==> config.mk <==
export PLATFORM = sky130hd
export DESIGN_NAME = requant_maxpool
export DESIGN_NICKNAME = d
export VERILOG_FILES = /design/src/rtl/requant_maxpool.sv
export SDC_FILE = /design/constraint.sdc
export NUM_CORES = 1
export LEC_CHECK = 0
export CORE_ASPECT_RATIO = 1.1
export CORE_UTILIZATION = 55
export DETAILED_ROUTE_END_ITERATION = 10
export GPL_TIMING_DRIVEN = 0
export PLACE_DENSITY = 0.86
export SLEW_MARGIN = 10
export SYNTH_ARGS = -nofsm -noshare
export SYNTH_HDL_FRONTEND = slang
export SYNTH_SLANG_ARGS = --single-unit
==> constraint.sdc <==
create_clock -name clk -period 7.05 [get_ports clk]
set_input_delay 0.705 -clock clk [delete_from_list [all_inputs] [get_ports clk]]
set_output_delay 0.705 -clock clk [all_outputs]
set_load 0.02 [all_outputs]
==> src/rtl/requant_maxpool.sv <==
// Requantize 25-bit conv results to 8 bits and 2x2 max-pool them in raster order.
// One pooled byte leaves per completed window, one cycle after its last sample.
module requant_maxpool #(
    parameter int ROW_LEN = 24,
    parameter int COL_LEN = 24,
    parameter int IN_W    = 25,
    parameter int OUT_W   = 8,
    parameter int SHIFT   = 8
) (
    input  logic             clk,
    input  logic             reset,
    input  logic             start,
    input  logic             in_valid,
    input  logic [IN_W-1:0]  in_data,
    output logic             out_valid,
    output logic [OUT_W-1:0] out_data,
    output logic             frame_done
);

    localparam int CW = (ROW_LEN > 2) ? $clog2(ROW_LEN) : 1;
    localparam int RW = (COL_LEN > 2) ? $clog2(COL_LEN) : 1;
    localparam int LD = ROW_LEN / 2;
    localparam int LW = (LD > 1) ? $clog2(LD) : 1;

    logic [CW-1:0]    col_q, col_d;
    logic [RW-1:0]    row_q, row_d;
    logic [OUT_W-1:0] hold_q, hold_d;
    logic             out_valid_q, out_valid_d;
    logic [OUT_W-1:0] out_data_q, out_data_d;
    logic             frame_done_q, frame_done_d;

    logic [OUT_W-1:0] lb_q [LD];
    logic             lb_we;
    logic [LW-1:0]    lb_idx;
    logic [OUT_W-1:0] lb_rd;

    logic [IN_W-1:0]  shifted;
    logic [OUT_W-1:0] q;
    logic [OUT_W-1:0] hmax;
    logic [OUT_W-1:0] pool;
    logic             last_col;
    logic             last_row;

    // Anything above the output range saturates to all-ones.
    always_comb begin
        shifted = in_data >> SHIFT;
        q       = (|shifted[IN_W-1:OUT_W]) ? '1 : shifted[OUT_W-1:0];
        lb_idx  = LW'(col_q >> 1);
        lb_rd   = lb_q[lb_idx];
        hmax    = (q > hold_q) ? q : hold_q;
        pool    = (lb_rd > hmax) ? lb_rd : hmax;
        last_col = (col_q == CW'(ROW_LEN - 1));
        last_row = (row_q == RW'(COL_LEN - 1));
    end

    always_comb begin
        col_d        = col_q;
        row_d        = row_q;
        hold_d       = hold_q;
        out_data_d   = out_data_q;
        out_valid_d  = 1'b0;
        frame_done_d = 1'b0;
        lb_we        = 1'b0;
        if (!start) begin
            col_d      = '0;
            row_d      = '0;
            hold_d     = '0;
            out_data_d = '0;
        end else if (in_valid) begin
            if (!col_q[0]) begin
                hold_d = q;
            end else if (!row_q[0]) begin
                lb_we = 1'b1;
            end else begin
                out_data_d   = pool;
                out_valid_d  = 1'b1;
                frame_done_d = last_col && last_row;
            end
            if (last_col) begin
                col_d = '0;
                row_d = last_row ? '0 : row_q + 1'b1;
            end else begin
                col_d = col_q + 1'b1;
            end
        end
    end

    always_ff @(posedge clk or posedge reset) begin
        if (reset) begin
            col_q        <= '0;
            row_q        <= '0;
            hold_q       <= '0;
            out_valid_q  <= 1'b0;
            out_data_q   <= '0;
            frame_done_q <= 1'b0;
        end else begin
            col_q        <= col_d;
            row_q        <= row_d;
            hold_q       <= hold_d;
            out_valid_q  <= out_valid_d;
            out_data_q   <= out_data_d;
            frame_done_q <= frame_done_d;
        end
    end

    // Every entry is written on an even row before the odd row reads it.
    always_ff @(posedge clk) begin
        if (lb_we) begin
            lb_q[lb_idx] <= hmax;
        end
    end

    assign out_valid  = out_valid_q;
    assign out_data   = out_data_q;
    assign frame_done = frame_done_q;

endmodule

==> run metrics, run 1 <==
outcome=finished, final reports clean; final net count=about 500; Worst Setup Path Type=in2reg; CP max stage cell=clkdlybuf4s50_1; H-tree depth=4; Crit. End Element=flip-flop; nature of the critical path startpoint=input pin; CTS tree=yes; total congestion overflow=0; area delta synth->final=18.6%; Peak supply drop=178 uV; post-route ant nets=0; Synth Register Bits=around 120; final setup violation count=0; final hold viol count=0; area of the multi-input gates=1950 um^2; Warnings, synthesis=0; PnR Total Power=approximately 1.8 mW; post-DR wirelength/cell=20.7 um; met1 usage=0.294; I/O Buffers=30; Bufs on Longest Clock Path=2; crit-path max FO=10; CTS Buf Count=17; Final Core Density=0.678; dpl hpwl=7900 um; dpl cells=555; Post-CTS Setup Bufs=0; vias per cell=6.20; Fmax=175 MHz; Antenna diodes=0; period utilization=0.809; CP cell instances=clkdlybuf4s50_1, nor4_1, nand3_1, nor2_1, inv_1, ha_1, nand4_1, nor2_1, a211oi_1, nor2_1, clkbuf_1, nor2_1, a21oi_1, ha_1, and3_1, a221o_1, a21oi_1, o31a_1, o31ai_1, a21oi_2, mux2_1, a22o_1; Tmin final=between 5000 and 6000 ps; Arrival @ worst endpoint=6110 ps; largest net degree at the start of global routing=29; vias in the first global route=3755; die height=between 100 and 150 um; initial DRC count=330; die width=a little under 100 um; Pre-antenna DRT Iters=5; Rel. slew slack=0.271; cts repair resizes=0; Pins Over Slew Limit=0; register area=3580 um^2; CTS Hold Bufs=0; sequential element share of the synthesized area=0.628; RD Place Congestion=0.810; Hold WC Path Type=reg2reg; clock latency on the worst-skew pair=520 ps; first-pass GRT wire length=slightly below 20000 um; # IOs=39; overall global routing resource usage=0.249; CP delay by family, top=simple AND/OR/NAND/NOR gates; layout cells sized above 1=0.141; worst-margin pin slew=about 1100 ps; MaxCap Viol Count=0; TNS Setup=0 ps; FP Rows=38; Static Leakage=roughly 2.4 nW; grt peak-use layer=met2; Clock Skew=11.2 ps; cells after synthesis=405; TritonCTS sink count=124; cell taking the most area after synthesis=edfxtp_1; Req. time, crit path=7450 ps; Post-Syn Area per Cell=14.1 um^2; crit-path most repeated cell=nor2_1; Initial Util=0.572; met2 GRT Util=0.433; Synth cell types=55; Yosys top cell area share=0.505; via count=approximately 3600; die footprint=approximately 11000 um^2; core region area=~10000 um^2; Design Area, Final=6770 um^2; power per cell area=~270 nW/um^2; synth top area cells=edfxtp_1 51%, dfrtp_1 12%, mux4_2 6.3%; Non-Filler Instances=~590; CP max stage delay=400 ps; Net Count, Synth=450; global routing usage on met3=0.0558; fill count=643; antenna violations before repair=0; CP bufs+invs=3; DRC violations left=0; clk slew on worst S/H paths=60 ps; Synth Cell Area=5710 um^2; CTS Root Cell=clkbuf_8; Routed WL=12200 um; RSZ-0062 raised after global routing=no; placed cell areas=6160 um^2
## path summary, 6_finish.rpt
| kind | cells after the start | slack, ps | startpoint | endpoint |
|---|---|---|---|---|
| max in group asynchronous | 2 | 5620 | reset | col_q[3] |
| setup / recovery | 22 | 1350 | in_data[20] | out_data[1] |
| hold reg to reg | 2 | 500 | out_data[7] | out_data[7] |
| setup reg to reg | 15 | 2210 | col_q[1] | out_data[5] |
| min in group asynchronous | 2 | 770 | reset | frame_done |
| hold / removal | 2 | 500 | out_data[7] | out_data[7] |
## synth_stat cells, drive strengths merged
master  instances
o21a            7
nand3b          2
o31ai           1
edfxtp         96
or4             1
dfrtp          28
xor2            2
or3             2
or2             1
clkbuf          9
nor4b           2
buf             7
o31a            1
a221o           1
o21ai           6
nand3           8
nand2          19
a31oi           2
and4b           1
a211oi         11
nor2b           5
a22o            2
clkinv          1
inv            31
nand2b          5
a21o            2
mux2            3
a211o           2
a21oi          23
mux2i           8
o221ai          6
and3            5
nor4            1
mux4           24
ha             16
and2            1
nand4           5
o211ai          2
nor3           12
nor2           44
## power breakdown
part | internal, mW | leakage [nW] | switching [mW]
registers | 0.803 | 1.23 | 0.00463
logic | 0.0470 | 0.885 | 0.0727
clock network | 0.516 | 0.288 | 0.350
## worst min-delay path: stages (launching register included)
cell,delay [ps]
dfrtp_1,340
nand2_1,60
o221ai_1,60
## cells by family (layout without fill, tap and decap cells)
logic type / after synthesis / after routing / synth area share
XOR/XNOR: 2 / 2 / 0.00307
AND/OR/NAND/NOR: 114 / 114 / 0.0971
buffers and inverters: 48 / 110 / 0.0338
flip-flops: 124 / 124 / 0.628
adder cells (fa/ha/maj): 16 / 16 / 0.0351
AO/OA/AOI/OAI: 66 / 66 / 0.0802
multiplexers: 35 / 35 / 0.123
## flip-flops by register name (all words and copies together), names as in the netlist
| register | flops |
|---|---|
| col_q | 5 |
| lb_q | 96 |
| frame_done | 1 |
| out_valid | 1 |
| out_data | 8 |
| hold_q | 8 |
| row_q | 5 |
## cell type report
type,count,share of cell area
clock inverters,15,0.0259
multi-input cells,233,0.288
plain buffers,16,0.0107
repair buffers,30,0.0444
inverters,32,0.0178
well taps,120,0.0222
clock buffers,17,0.0612
flip-flops and latches,124,0.530
## cell usage in the layout, fill, tap and decap left out, types with 2 or more instances in the layout
master | Yosys | final
nand3_1 | 8 | 8
o221ai_1 | 6 | 6
bufinv_16 | 0 | 2
o21ai_0 | 5 | 5
inv_8 | 0 | 3
clkinv_1 | 1 | 2
clkbuf_1 | 9 | 9
nand3b_1 | 2 | 2
mux2i_1 | 7 | 7
inv_6 | 0 | 6
xor2_1 | 2 | 2
nand4_1 | 5 | 5
nor3_1 | 12 | 8
nand2_1 | 19 | 19
a21oi_1 | 22 | 22
ha_1 | 16 | 16
nor3_2 | 0 | 4
a21o_1 | 2 | 2
buf_1 | 4 | 4
a211oi_2 | 2 | 2
mux4_2 | 16 | 16
clkinv_4 | 0 | 2
mux4_1 | 8 | 8
o211ai_1 | 2 | 2
clkdlybuf4s50_1 | 0 | 30
edfxtp_1 | 96 | 96
a211oi_1 | 9 | 9
nand2b_1 | 5 | 5
a22o_1 | 2 | 2
nor2b_1 | 5 | 5
and3_1 | 5 | 5
clkbuf_16 | 0 | 16
inv_1 | 30 | 30
o21a_1 | 7 | 7
dfrtp_1 | 28 | 28
nor2_1 | 44 | 44
## through the flow
step | hold slack (ps) | setup WS, ps
2_1_floorplan | 505 | 2300
3_3_place_gp | 480 | 1210
3_5_place_dp | 479 | 1050
4_1_cts | 496 | 1470
5_1_grt | 501 | 867
6_report | 496 | 1350
## per-layer routing
| metal | routed length (um) | up-vias |
|---|---|---|
| met1 | 4880 | 1809 |
| met5 | 0 | - |
| met2 | 6290 | 150 |
| met4 | 308 | 0 |
| met3 | 685 | 29 |
| li1 | - | 1650 |
No activity file was read; power rests on OpenSTA's default activity.
==> run 2, diff against run 1 <==
--- a/config.mk
+++ b/config.mk
@@ -6,10 +6,10 @@
 export NUM_CORES = 1
 export LEC_CHECK = 0
 export CORE_ASPECT_RATIO = 1.1
-export CORE_UTILIZATION = 55
+export CORE_UTILIZATION = 53
 export DETAILED_ROUTE_END_ITERATION = 10
 export GPL_TIMING_DRIVEN = 0
-export PLACE_DENSITY = 0.86
+export PLACE_DENSITY = 0.87
 export SLEW_MARGIN = 10
 export SYNTH_ARGS = -nofsm -noshare
 export SYNTH_HDL_FRONTEND = slang
==> constraint.sdc (replaced) <==
create_clock -name clk -period 5.1 [get_ports clk]
set_input_delay 0.51 -clock clk [delete_from_list [all_inputs] [get_ports clk]]
set_output_delay 0.51 -clock clk [all_outputs]
set_load 0.02 [all_outputs]
==> run 2 against run 1 <==
Effect of this change: hold slack improved by 1.2 ps; sequential share of layout area fell by 1.5 points; register-to-register slack got worse by 1900 ps; power rose by 39%; count of clock-buffer cells in the layout rose by 1; highest routed layer unchanged; critical endpoint unchanged.
==> run metrics, run 2 (same netlist as run 1, synthesis figures left out) <==
largest net degree at the start of global routing=29 (unchanged); Antenna diodes=0 (unchanged); first-pass GRT wire length=20200 um (+4.7%); via count=3763 (+3.4%); Worst Setup Path Type=in2reg; CTS Root Cell=clkbuf_16; routed wl met2=6860 um (+9.0%); Crit. End Element=flip-flop; antenna violations before repair=0 (unchanged); clock latency on the worst-skew pair=420 ps (-100 ps); fill count=672 (+4.5%); core region area=10400 um^2 (+4.6%); Final Core Density=0.667 (-0.0103); final setup violation count=0 (unchanged); area delta synth->final=22.1%; MaxCap Viol Count=0 (unchanged); CP cell instances=clkdlybuf4s50_1, nor4_2, nand3_2, buf_4, nor2_4, inv_1, ha_1, nor2b_1, o211ai_1, a211oi_4, nor2_4, buf_6, nor2_4, a21oi_4, ha_1, and3_1, a221o_1, a21oi_2, o31a_1, o31ai_4, a21oi_2, mux2_1, a22o_1; Clock Skew=8.49 ps (-2.74 ps); commonest non-fill, non-tap cell in the layout=edfxtp_1; vias in the first global route=3798 (+1.1%); period utilization=0.990; Pre-antenna DRT Iters=5 (unchanged); DRT met1 WL=5160 um (+5.7%); Fmax=about 200 MHz; Arrival @ worst endpoint=5350 ps (-760 ps); nature of the critical path startpoint=input pin; Static Leakage=2.44 nW (+1.4%); crit-path most repeated cell=nor2_4; met3 wire len=850 um (+24%); post-DR wirelength/cell=21.8 um (+5.0%); worst-margin pin slew=1050 ps (-39.0 ps); Pins Over Slew Limit=0 (unchanged); total congestion overflow=0 (unchanged); Tmin final=5050 ps; clk slew on worst S/H paths=60 ps (about the same); Req. time, crit path=5400 ps (-2050 ps); outcome=finished, final reports clean; max reg flops=96 (unchanged); critical path depth=23 (+4.5%); dpl hpwl=8200 um (+3.8%); Setup WS pre-CTS=-702 ps (-1750 ps); CP max stage cell=clkdlybuf4s50_1; final net count=504 (+1.0%); # IOs=39 (unchanged); CP bufs+invs=4 (+1); Hold Path Stages=2 (unchanged); CTS Buf Count=17 (unchanged); DRC violations left=0 (unchanged); Hold WC Path Type=reg2reg; CP max stage delay=420 ps (+20 ps); FP Rows=39 (+2.6%); final hold viol count=0 (unchanged); power per cell area=359 nW/um^2 (+35%); CTS Hold Bufs=0 (unchanged); layout cells sized above 1=0.193 (+0.0515); crit-path max FO=10 (unchanged); vias per cell=6.12 (-1.3%); commonest cells after routing, fill and taps aside=96 x edfxtp_1, 35 x nor2_1, 30 x clkdlybuf4s50_1; Reg2Reg Depth=15 (unchanged); Peak supply drop=267 uV (+50%); CP delay by family, top=compound AO/OA/AOI/OAI gates; Bufs on Longest Clock Path=2 (unchanged); Initial Util=0.546 (-0.0251); CTS tree=yes; post-route ant nets=0 (unchanged); overall global routing resource usage=0.252 (+0.00278); H-tree depth=4 (unchanged); final setup margin=52.9 ps (-1290 ps); DR top layer=met4; Top reg by flops=lb_q; TritonCTS sink count=124 (unchanged); die footprint=11200 um^2 (+3.7%); Routed WL=13400 um (+10%); Rel. slew slack=0.293 (+0.0225); I/O Buffers=30 (unchanged); RD Place Congestion=0.839 (+3.6%); die width=101 um (+1.8%); die height=111 um (+1.8%); initial DRC count=384 (+16%)
## run 2: cell count changes in the layout (fill, tap and decap cells not counted), moves of 3 or more
cell	delta
nor2_2	+4
a21oi_1	-4
nor2_1	-9
nor2_4	+5
a21oi_2	+3
buf_4	+5
inv_6	-3
clkinv_4	+3
## run 2: layout make-up
type                    instances  area (um^2)  share of cell area
flip-flops and latches        124         3580               0.514
multi-input cells             233         2070               0.298
clock buffers                  18          429              0.0616
repair buffers                 35          338              0.0485
well taps                     143          179              0.0257
clock inverters                14          161              0.0232
inverters                      32          124              0.0178
plain buffers                  16         80.1              0.0115
## run 2: timing repair
| item | CTS | global route |
|---|---|---|
| buffers inserted | 0 | 5 |
| gates resized for setup | 8 | 25 |
| setup endpoints to repair | 8 | 8 |
| pin swaps | 0 | 9 |
## run 2: per-layer routing
| layer | up-vias | global-route usage |
|---|---|---|
| met4 | 0 | 0.147 |
| met3 | 52 | 0.0504 |
| li1 | 1653 | - |
| met1 | 1856 | 0.308 |
| met5 | - | 0 |
| met2 | 202 | 0.414 |
## run 2: worst paths after layout
check	from	end	slack [ps]
max reg2reg	col_q[1]	out_data[1]	350
max in group asynchronous	reset	hold_q[5]	4080
max	in_data[24]	out_data[1]	50
min reg2reg	out_data[6]	out_data[6]	500
min in group asynchronous	reset	row_q[2]	540
min	out_data[6]	out_data[6]	500
## run 2: worst min-delay path: stages, from the launching register on
cell and delay (ps):
dfrtp_1 340, nand2_1 50, o221ai_1 60
## run 2: metrics by stage
| stage | hold WS (ps) | instances | power (mW) | setup TNS [ps] | area (um^2) |
|---|---|---|---|---|---|
| after floorplan | 505 | 405 | 1.24 | 0 | 5710 |
| after global placement | 483 | 578 | 1.29 | -3220 | 6190 |
| after detailed placement | 495 | 578 | 1.30 | -5230 | 6200 |
| after CTS | 507 | 610 | 2.49 | 0 | 6810 |
| after global routing | 534 | 615 | 2.56 | -539 | 6970 |
| final | 497 | 615 | 2.50 | 0 | 6970 |
## run 2: power breakdown
| group | total, mW | internal [mW] | switching (mW) |
|---|---|---|---|
| sequential | 1.12 | 1.11 | 0.00704 |
| clock | 1.20 | 0.728 | 0.470 |
| combinational | 0.186 | 0.0720 | 0.114 |
| total | 2.50 | 1.91 | 0.591 |
